File: config.mk
export PLATFORM = sky130hd
export DESIGN_NAME = axi_lite_arbiter
export DESIGN_NICKNAME = d
export VERILOG_FILES = /design/src/rtl/axi_lite_arbiter.sv
export SDC_FILE = /design/constraint.sdc
export NUM_CORES = 1
export LEC_CHECK = 0
export BUFFER_PORTS_ARGS = -buffer_cell sky130_fd_sc_hd__buf_2
export CAP_MARGIN = 10
export CORE_ASPECT_RATIO = 0.75
export CORE_MARGIN = 10
export CORE_UTILIZATION = 47
export CTS_CLUSTER_SIZE = 30
export DETAILED_ROUTE_END_ITERATION = 10
export GPL_TIMING_DRIVEN = 0
export PLACE_DENSITY = 0.75
export RECOVER_POWER = 50
export SETUP_SLACK_MARGIN = 0.3
export SLEW_MARGIN = 0
export SYNTH_ARGS = -nofsm -noshare
export SYNTH_HDL_FRONTEND = slang
export SYNTH_SLANG_ARGS = --single-unit
File: constraint.sdc
create_clock -name A_clk -period 2.4 [get_ports A_clk]
set_clock_uncertainty 0.2 [all_clocks]
set_input_delay 0.24 -clock A_clk [delete_from_list [all_inputs] [get_ports A_clk]]
set_output_delay 0.24 -clock A_clk [all_outputs]
set_load 0.03 [all_outputs]
File: src/rtl/axi_lite_arbiter.sv
// Two-requester round-robin arbiter driving a single AXI-lite master port.
// Each grant runs one complete read or write before arbitration resumes.
module axi_lite_arbiter #(
   parameter int ADDR_W = 8,
   parameter int DATA_W = 8
) (
   input  logic                A_clk,
   input  logic                A_reset,
   input  logic [1:0]          req,
   input  logic [1:0]          wr,
   input  logic [2*ADDR_W-1:0] addr,
   input  logic [2*DATA_W-1:0] wdata,
   output logic [1:0]          done,
   output logic [DATA_W-1:0]   rdata,
   output logic                err,
   output logic                busy,
   output logic [ADDR_W-1:0]   AR_addr,
   output logic                AR_valid,
   input  logic                AR_ready,
   input  logic [DATA_W-1:0]   R_data,
   input  logic                R_resp,
   input  logic                R_valid,
   output logic                R_ready,
   output logic [ADDR_W-1:0]   AW_addr,
   output logic                AW_valid,
   input  logic                AW_ready,
   output logic [DATA_W-1:0]   W_data,
   output logic                W_valid,
   input  logic                W_ready,
   input  logic                B_resp,
   input  logic                B_valid,
   output logic                B_ready
);

   typedef enum logic [2:0] {IDLE, RD_ADDR, RD_DATA, WR_ADDR, WR_RESP, DONE} state_t;

   state_t              state_reg, state_next;
   logic                last_grant_reg, last_grant_next;
   logic                grant_reg, grant_next;
   logic [1:0]          done_next;
   logic [DATA_W-1:0]   rdata_next;
   logic                err_next, busy_next;
   logic [ADDR_W-1:0]   ar_addr_next, aw_addr_next;
   logic [DATA_W-1:0]   w_data_next;
   logic                ar_valid_next, r_ready_next, aw_valid_next, w_valid_next, b_ready_next;
   logic                win;

   logic [ADDR_W-1:0]   addr_arr  [2];
   logic [DATA_W-1:0]   wdata_arr [2];

   genvar gi;
   generate
      for (gi = 0; gi < 2; gi++) begin : g_unpack
         assign addr_arr[gi]  = addr[gi*ADDR_W +: ADDR_W];
         assign wdata_arr[gi] = wdata[gi*DATA_W +: DATA_W];
      end
   endgenerate

   // On a tie the requester that did not win last time takes the grant.
   assign win = (req == 2'b11) ? ~last_grant_reg : req[1];

   always_ff @(posedge A_clk or negedge A_reset) begin
      if (!A_reset) begin
         state_reg      <= IDLE;
         last_grant_reg <= 1'b1;
         grant_reg      <= 1'b0;
         done           <= '0;
         rdata          <= '0;
         err            <= 1'b0;
         busy           <= 1'b0;
         AR_addr        <= '0;
         AR_valid       <= 1'b0;
         R_ready        <= 1'b0;
         AW_addr        <= '0;
         AW_valid       <= 1'b0;
         W_data         <= '0;
         W_valid        <= 1'b0;
         B_ready        <= 1'b0;
      end else begin
         state_reg      <= state_next;
         last_grant_reg <= last_grant_next;
         grant_reg      <= grant_next;
         done           <= done_next;
         rdata          <= rdata_next;
         err            <= err_next;
         busy           <= busy_next;
         AR_addr        <= ar_addr_next;
         AR_valid       <= ar_valid_next;
         R_ready        <= r_ready_next;
         AW_addr        <= aw_addr_next;
         AW_valid       <= aw_valid_next;
         W_data         <= w_data_next;
         W_valid        <= w_valid_next;
         B_ready        <= b_ready_next;
      end
   end

   always_comb begin
      state_next      = state_reg;
      last_grant_next = last_grant_reg;
      grant_next      = grant_reg;
      done_next       = '0;
      rdata_next      = rdata;
      err_next        = err;
      ar_addr_next    = AR_addr;
      ar_valid_next   = AR_valid;
      r_ready_next    = R_ready;
      aw_addr_next    = AW_addr;
      aw_valid_next   = AW_valid;
      w_data_next     = W_data;
      w_valid_next    = W_valid;
      b_ready_next    = B_ready;

      case (state_reg)
         IDLE: begin
            if (req != 2'b00) begin
               grant_next      = win;
               last_grant_next = win;
               if (wr[win]) begin
                  aw_addr_next  = addr_arr[win];
                  w_data_next   = wdata_arr[win];
                  aw_valid_next = 1'b1;
                  w_valid_next  = 1'b1;
                  state_next    = WR_ADDR;
               end else begin
                  ar_addr_next  = addr_arr[win];
                  ar_valid_next = 1'b1;
                  state_next    = RD_ADDR;
               end
            end
         end
         RD_ADDR: begin
            if (AR_ready) begin
               ar_valid_next = 1'b0;
               r_ready_next  = 1'b1;
               state_next    = RD_DATA;
            end
         end
         RD_DATA: begin
            if (R_valid) begin
               r_ready_next          = 1'b0;
               rdata_next            = R_data;
               err_next              = R_resp;
               done_next[grant_reg]  = 1'b1;
               state_next            = DONE;
            end
         end
         WR_ADDR: begin
            // Each channel retires on its own ready; leave once neither is still pending.
            aw_valid_next = AW_valid & ~AW_ready;
            w_valid_next  = W_valid & ~W_ready;
            if (!aw_valid_next && !w_valid_next) begin
               b_ready_next = 1'b1;
               state_next   = WR_RESP;
            end
         end
         WR_RESP: begin
            if (B_valid) begin
               b_ready_next          = 1'b0;
               err_next              = B_resp;
               done_next[grant_reg]  = 1'b1;
               state_next            = DONE;
            end
         end
         DONE: begin
            state_next = IDLE;
         end
         default: begin
            state_next = IDLE;
         end
      endcase

      busy_next = (state_next != IDLE);
   end

endmodule

======== Word level (Yosys, flattened, before mapping) ========
Cells that the tools add are included.
W data, S select, Z words.
operators by class
  magnitude comparators ................... 4
  equality and inequality tests ........... 12
  mux-type cells .......................... 38
  bitwise gates (word level) .............. 7
  reduce and logical (&&, ||, !) cells .... 21
operator list
  cell                  number
  $mux W8               6
  $reduce_and A3 Y1     6
  $mux W1               15
  $mux W3               5
  $pmux W3 S5           1
  $ne A2 B2 Y1 const B  7
  $pmux W1 S2           6
  $reduce_bool A2 Y1    6
  $eq A3 B2 Y1 const B  2
  $mux W2               3
  $lt A1 B2 Y1 const B  2
  $not A1 Y1            4
  $pmux W2 S2           1
  $reduce_and A2 Y1     2
  $reduce_and A4 Y1     1
  $eq A3 B1 Y1 const B  1
  $eq A3 B3 Y1 const B  1
  $logic_not A3 Y1      1
  $reduce_bool A3 Y1    1
  $and A1 B1 Y1         2
  $eq A2 B2 Y1 const B  1
  $ge A2 B2 Y1 const B  1
  $logic_and A1 B1 Y1   2
  $logic_not A1 Y1      2
  other kinds (3)       3
storage, ports and cells
  flip-flop bits (word level) ............. 46
  output and inout port bits .............. 41
  word-level logic and storage cells ...... 97

======== Depth between registers and ports, before layout ========
  depth after elaboration ................. 8
  depth in mapped cells ................... 6
  gate-level depth less buffers ........... 4

======== Worst setup path after synthesis ========
Ideal clock, no wire load.
  kind .................................... register to register
  from .................................... register last_grant_reg
  to ...................................... register AW_addr[3]
  setup time .............................. 0.125 ns
  arrival ................................. 1.514 ns
  path slack .............................. 0.561 ns
  stages on the path, launching flop included .. 7
  clock period less this slack ............ 1.839 ns
  cell sequence ........................... dfstp_2 > a21boi_2 > buf_6 > mux2i_4 > nor2_8 > buf_12 > mux2_4
on the way
  cells in the longest elaborated chain, start to end .. 6
ends and longest elaborated chain
  element                                      RTL line  source
  from (decl)                                  38        logic last_grant_reg, last_grant_next;
  from (signal assigned)                       81        last_grant_reg <= last_grant_next;
  $not A1 Y1 *                                 60        assign win = (req == 2'b11) ? ~last_grant_reg : req[1];
  $mux W1 *                                    60
  $not A1 Y2 (not written as such)             120       aw_addr_next = addr_arr[win];
  $mux W8 (not written as such) (3 in series)  120
  to (signal assigned)                         90        AW_addr <= aw_addr_next;
  to (decl)                                    24        output logic [ADDR_W-1:0] AW_addr,
Every way passes the cells marked *; elsewhere a longest branch is shown, timed or not. The select of a mux whose other input is x is not followed.
A chain may end at the register's enable or synchronous reset.

======== Worst setup path after layout ========
  from .................................... register state_reg[0]
  to ...................................... register AW_addr[4]
on the way
  cells in the longest elaborated chain, start to end .. 2
ends and longest elaborated chain
  element                             RTL line  source
  from (decl)                         37        state_t state_reg, state_next;
  from (signal assigned)              80        state_reg <= state_next;
  $logic_not A3 Y1                    114       case (state_reg)
  $reduce_and A3 Y1 (no source line)  n/a
No other way between the ends.

==> results.yml <==
run_status:
  status: "completed"
clocking:
  cts_tree: "built"
  path_clk_slew_ps: 90
  clock-sinks: 46
  cts_buffer_depth: 2
  cts_buffers: 5
  clock_latency_ps: 300
  htreeDepth: 2
  cts-root-buf: "clkbuf_8"
finish:
  syn_to_final_growth_pct: 31.17
  nets: 318
  drive_above_1_share_pct: 46.24
  final_cell_mix: "buf_2 (53), dfrtp_1 (45), clkbuf_1 (44), mux2_2 (34), mux2_4 (16)"
  layout_commonest_cell: "buf_2"
  num-fill-cells: 379
  fin_cells: 323
  final_area_mm2: 0.002838
  diodes: 0
timing:
  worst_hold_slack_ps: 35.28
  fmax_mhz: 489.7
  tightest_slew_ps: 1121
  maxSlewHeadroom_pct: 25.28
  setup_violations: 0
  slew_violations: 0
  post-route-period-util_pct: 85.09
  rsz0062_at_grt: "no"
  tns_ps: 0
  min_period_ps: 2042
  final_hold_viol_count: 0
synth:
  synthesis.nets: 209
  ys_types: 32
  synth_cells: 156
  synth-seq-cells: 46
  avgSynthCellArea_um2: 13.87
  ys_warn_count: 0
  syn_area_mm2: 0.002163
  yosysSeqAreaShare_pct: 53.27
setup_path:
  crit_required_ps: 2380
  crit_slowest_cell: "dfrtp_1"
  timing.critical_path.max_delay_family: "simple AND/OR/NAND/NOR gates"
  critPathLaunch: "state_reg[0]$_DFF_PN0_"
  cp-start-kind: "flop"
  max_stage_delay_ps: 360
  crit_buf_inv: 2
  worstSetupPathType: "flop to flop"
  crit_arrival_ps: 2020
  r2r_start: "state_reg[0]$_DFF_PN0_"
  cp-end-kind: "flop"
  cp_cell_sequence: "clkbuf_1 > nor3_1 > o21ai_2 > nor2_8 > buf_12 > mux2_4"
  cp_max_fo: 10
route:
  avgViaCountPerCell: 4.842
  drc_errors: 0
  wl_met2_um: 2255
  drtAntennaViolNets: 0
  route.detailed.wl_per_inst_um: 16.15
  dr.first_iter.drc_count: 16
  vias: 1564
  finalWirelength_um: 5216
  top_layer: "met4"
  wl_met3_um: 621
  first_pass_iters: 4
  wl_met1_um: 2272
die:
  start_util_pct: 48.43
  fp.dieH_um: 78.76
  die_w_um: 98.34
  ios: 94
  fp.dieArea_mm2: 0.007745
  rows: 21
  core_mm2: 0.004467
power_and_ir_drop:
  p_per_area_mw_per_mm2: 1363
  p_total_w: 0.003869
  p_leak_nw: 1.326
  peakVddDrop_uv: 770.2
grt:
  antenna_found_initial: 0
  grt_pass1_vias: 1757
  grt_max_degree: 47
  grt_pass1_wl_um: 8680
  grt.total_usage_pct: 13.65
  grt_overflow: 0
placement:
  dpl.hpwl_um: 3975
  placed_area_mm2: 0.002700
  port_buffers: 93
  dp.cells: 306
  routabilityCongestion: 0.7420
hold_path:
  hold_class: "primary input to flop"
  worstHoldStart: "B_resp"
flow_run:
  maxCapViolations: 0
kinds of logic after synthesis:
kind of cell / share of synthesized area [%]
multiplexers: 30.31
flip-flops: 53.27
AND/OR/NAND/NOR: 6.882
AO/OA/AOI/OAI: 5.957
buffers and inverters: 3.586
what timing repair did:
action,CTS,global route
buffers inserted,0,0
endpoints found under the setup margin,0,1
endpoints found under the hold margin,53,0
resized for setup,0,1
hold buffers,9,0
per-layer routing:
layer | vias up | global-route usage (%)
met5 | - | 0
met4 | 0 | 4.714
met3 | 8 | 6.834
met2 | 72 | 19.80
met1 | 714 | 17.23
li1 | 770 | -
Yosys cell counts:
| cell | number | area [um2] |
|---|---|---|
| nand3_1 | 1 | 5.000 |
| nor3_1 | 1 | 5.000 |
| a21boi_2 | 1 | 11.26 |
| dfrtp_1 | 45 | 1126 |
| o22ai_1 | 2 | 12.51 |
| o311ai_0 | 1 | 8.760 |
| nand2b_2 | 1 | 8.760 |
| o31ai_1 | 1 | 7.510 |
| buf_12 | 1 | 20.02 |
| a21o_1 | 2 | 15.01 |
| nand2b_1 | 2 | 12.51 |
| o21ai_0 | 5 | 25.02 |
| or2_2 | 1 | 6.260 |
| a31oi_1 | 3 | 18.77 |
| buf_2 | 4 | 20.02 |
| mux2i_1 | 1 | 10.01 |
| mux2_2 | 34 | 382.9 |
| mux2_4 | 16 | 240.2 |
| nor2_1 | 7 | 26.28 |
| clkbuf_1 | 1 | 3.750 |
| o22a_1 | 1 | 8.760 |
| nor2_8 | 1 | 20.02 |
| inv_1 | 3 | 11.26 |
| nand2_1 | 12 | 45.04 |
| o211ai_1 | 1 | 7.510 |
| o21ai_2 | 1 | 8.760 |
| a21oi_1 | 1 | 5.000 |
| nor4bb_1 | 1 | 10.01 |
| mux2i_4 | 1 | 22.52 |
| and4b_1 | 1 | 10.01 |
| buf_6 | 2 | 22.52 |
| dfstp_2 | 1 | 26.28 |
worst reg2reg max path, stage by stage, from the launching register on:
cell,delay (ps)
dfrtp_1,360
clkbuf_1,200
nor3_1,270
o21ai_2,190
nor2_8,240
buf_12,170
mux2_4,310
report_power, final:
part           internal [W]  switching, W
logic              0.000761       0.00126
clock network      0.000232      0.000256
registers           0.00116      0.000202
total               0.00215       0.00172
per-stage QoR:
step | util [%] | setup WS [ps]
5_1_grt | 63.53 | 228.4
4_1_cts | 64.59 | 399.7
3_3_place_gp | 60.45 | 443.2
2_1_floorplan | - | 561.1
6_report | 63.53 | 357.8
3_5_place_dp | 60.45 | 428.2
area by class of cell:
type                    count  area [um2]  share of cell area (%)
clock inverters             2       12.51                  0.4409
inverters                   3       11.26                  0.3968
plain buffers               8       63.81                   2.249
well taps                  57       71.32                   2.513
flip-flops and latches     46        1152                   40.61
repair buffers            102       504.2                   17.77
multi-input cells          99       939.7                   33.11
clock buffers               6       82.58                   2.910
path summary, 6_finish.rpt:
check	slack, ps	cells past startpoint	endpoint
worst min-delay path	40	3	err$_DFFE_PN0P_
worst max-delay path	360	6	AW_addr[4]$_DFFE_PN0P_
max in group asynchronous	830	2	R_ready$_DFFE_PN0P_
min in group asynchronous	480	2	rdata[0]$_DFFE_PN0P_
worst max register to register	360	6	AW_addr[4]$_DFFE_PN0P_
worst min register to register	260	1	done[0]$_DFF_PN0_
Note: power is estimated with default switching activity, not from simulation.
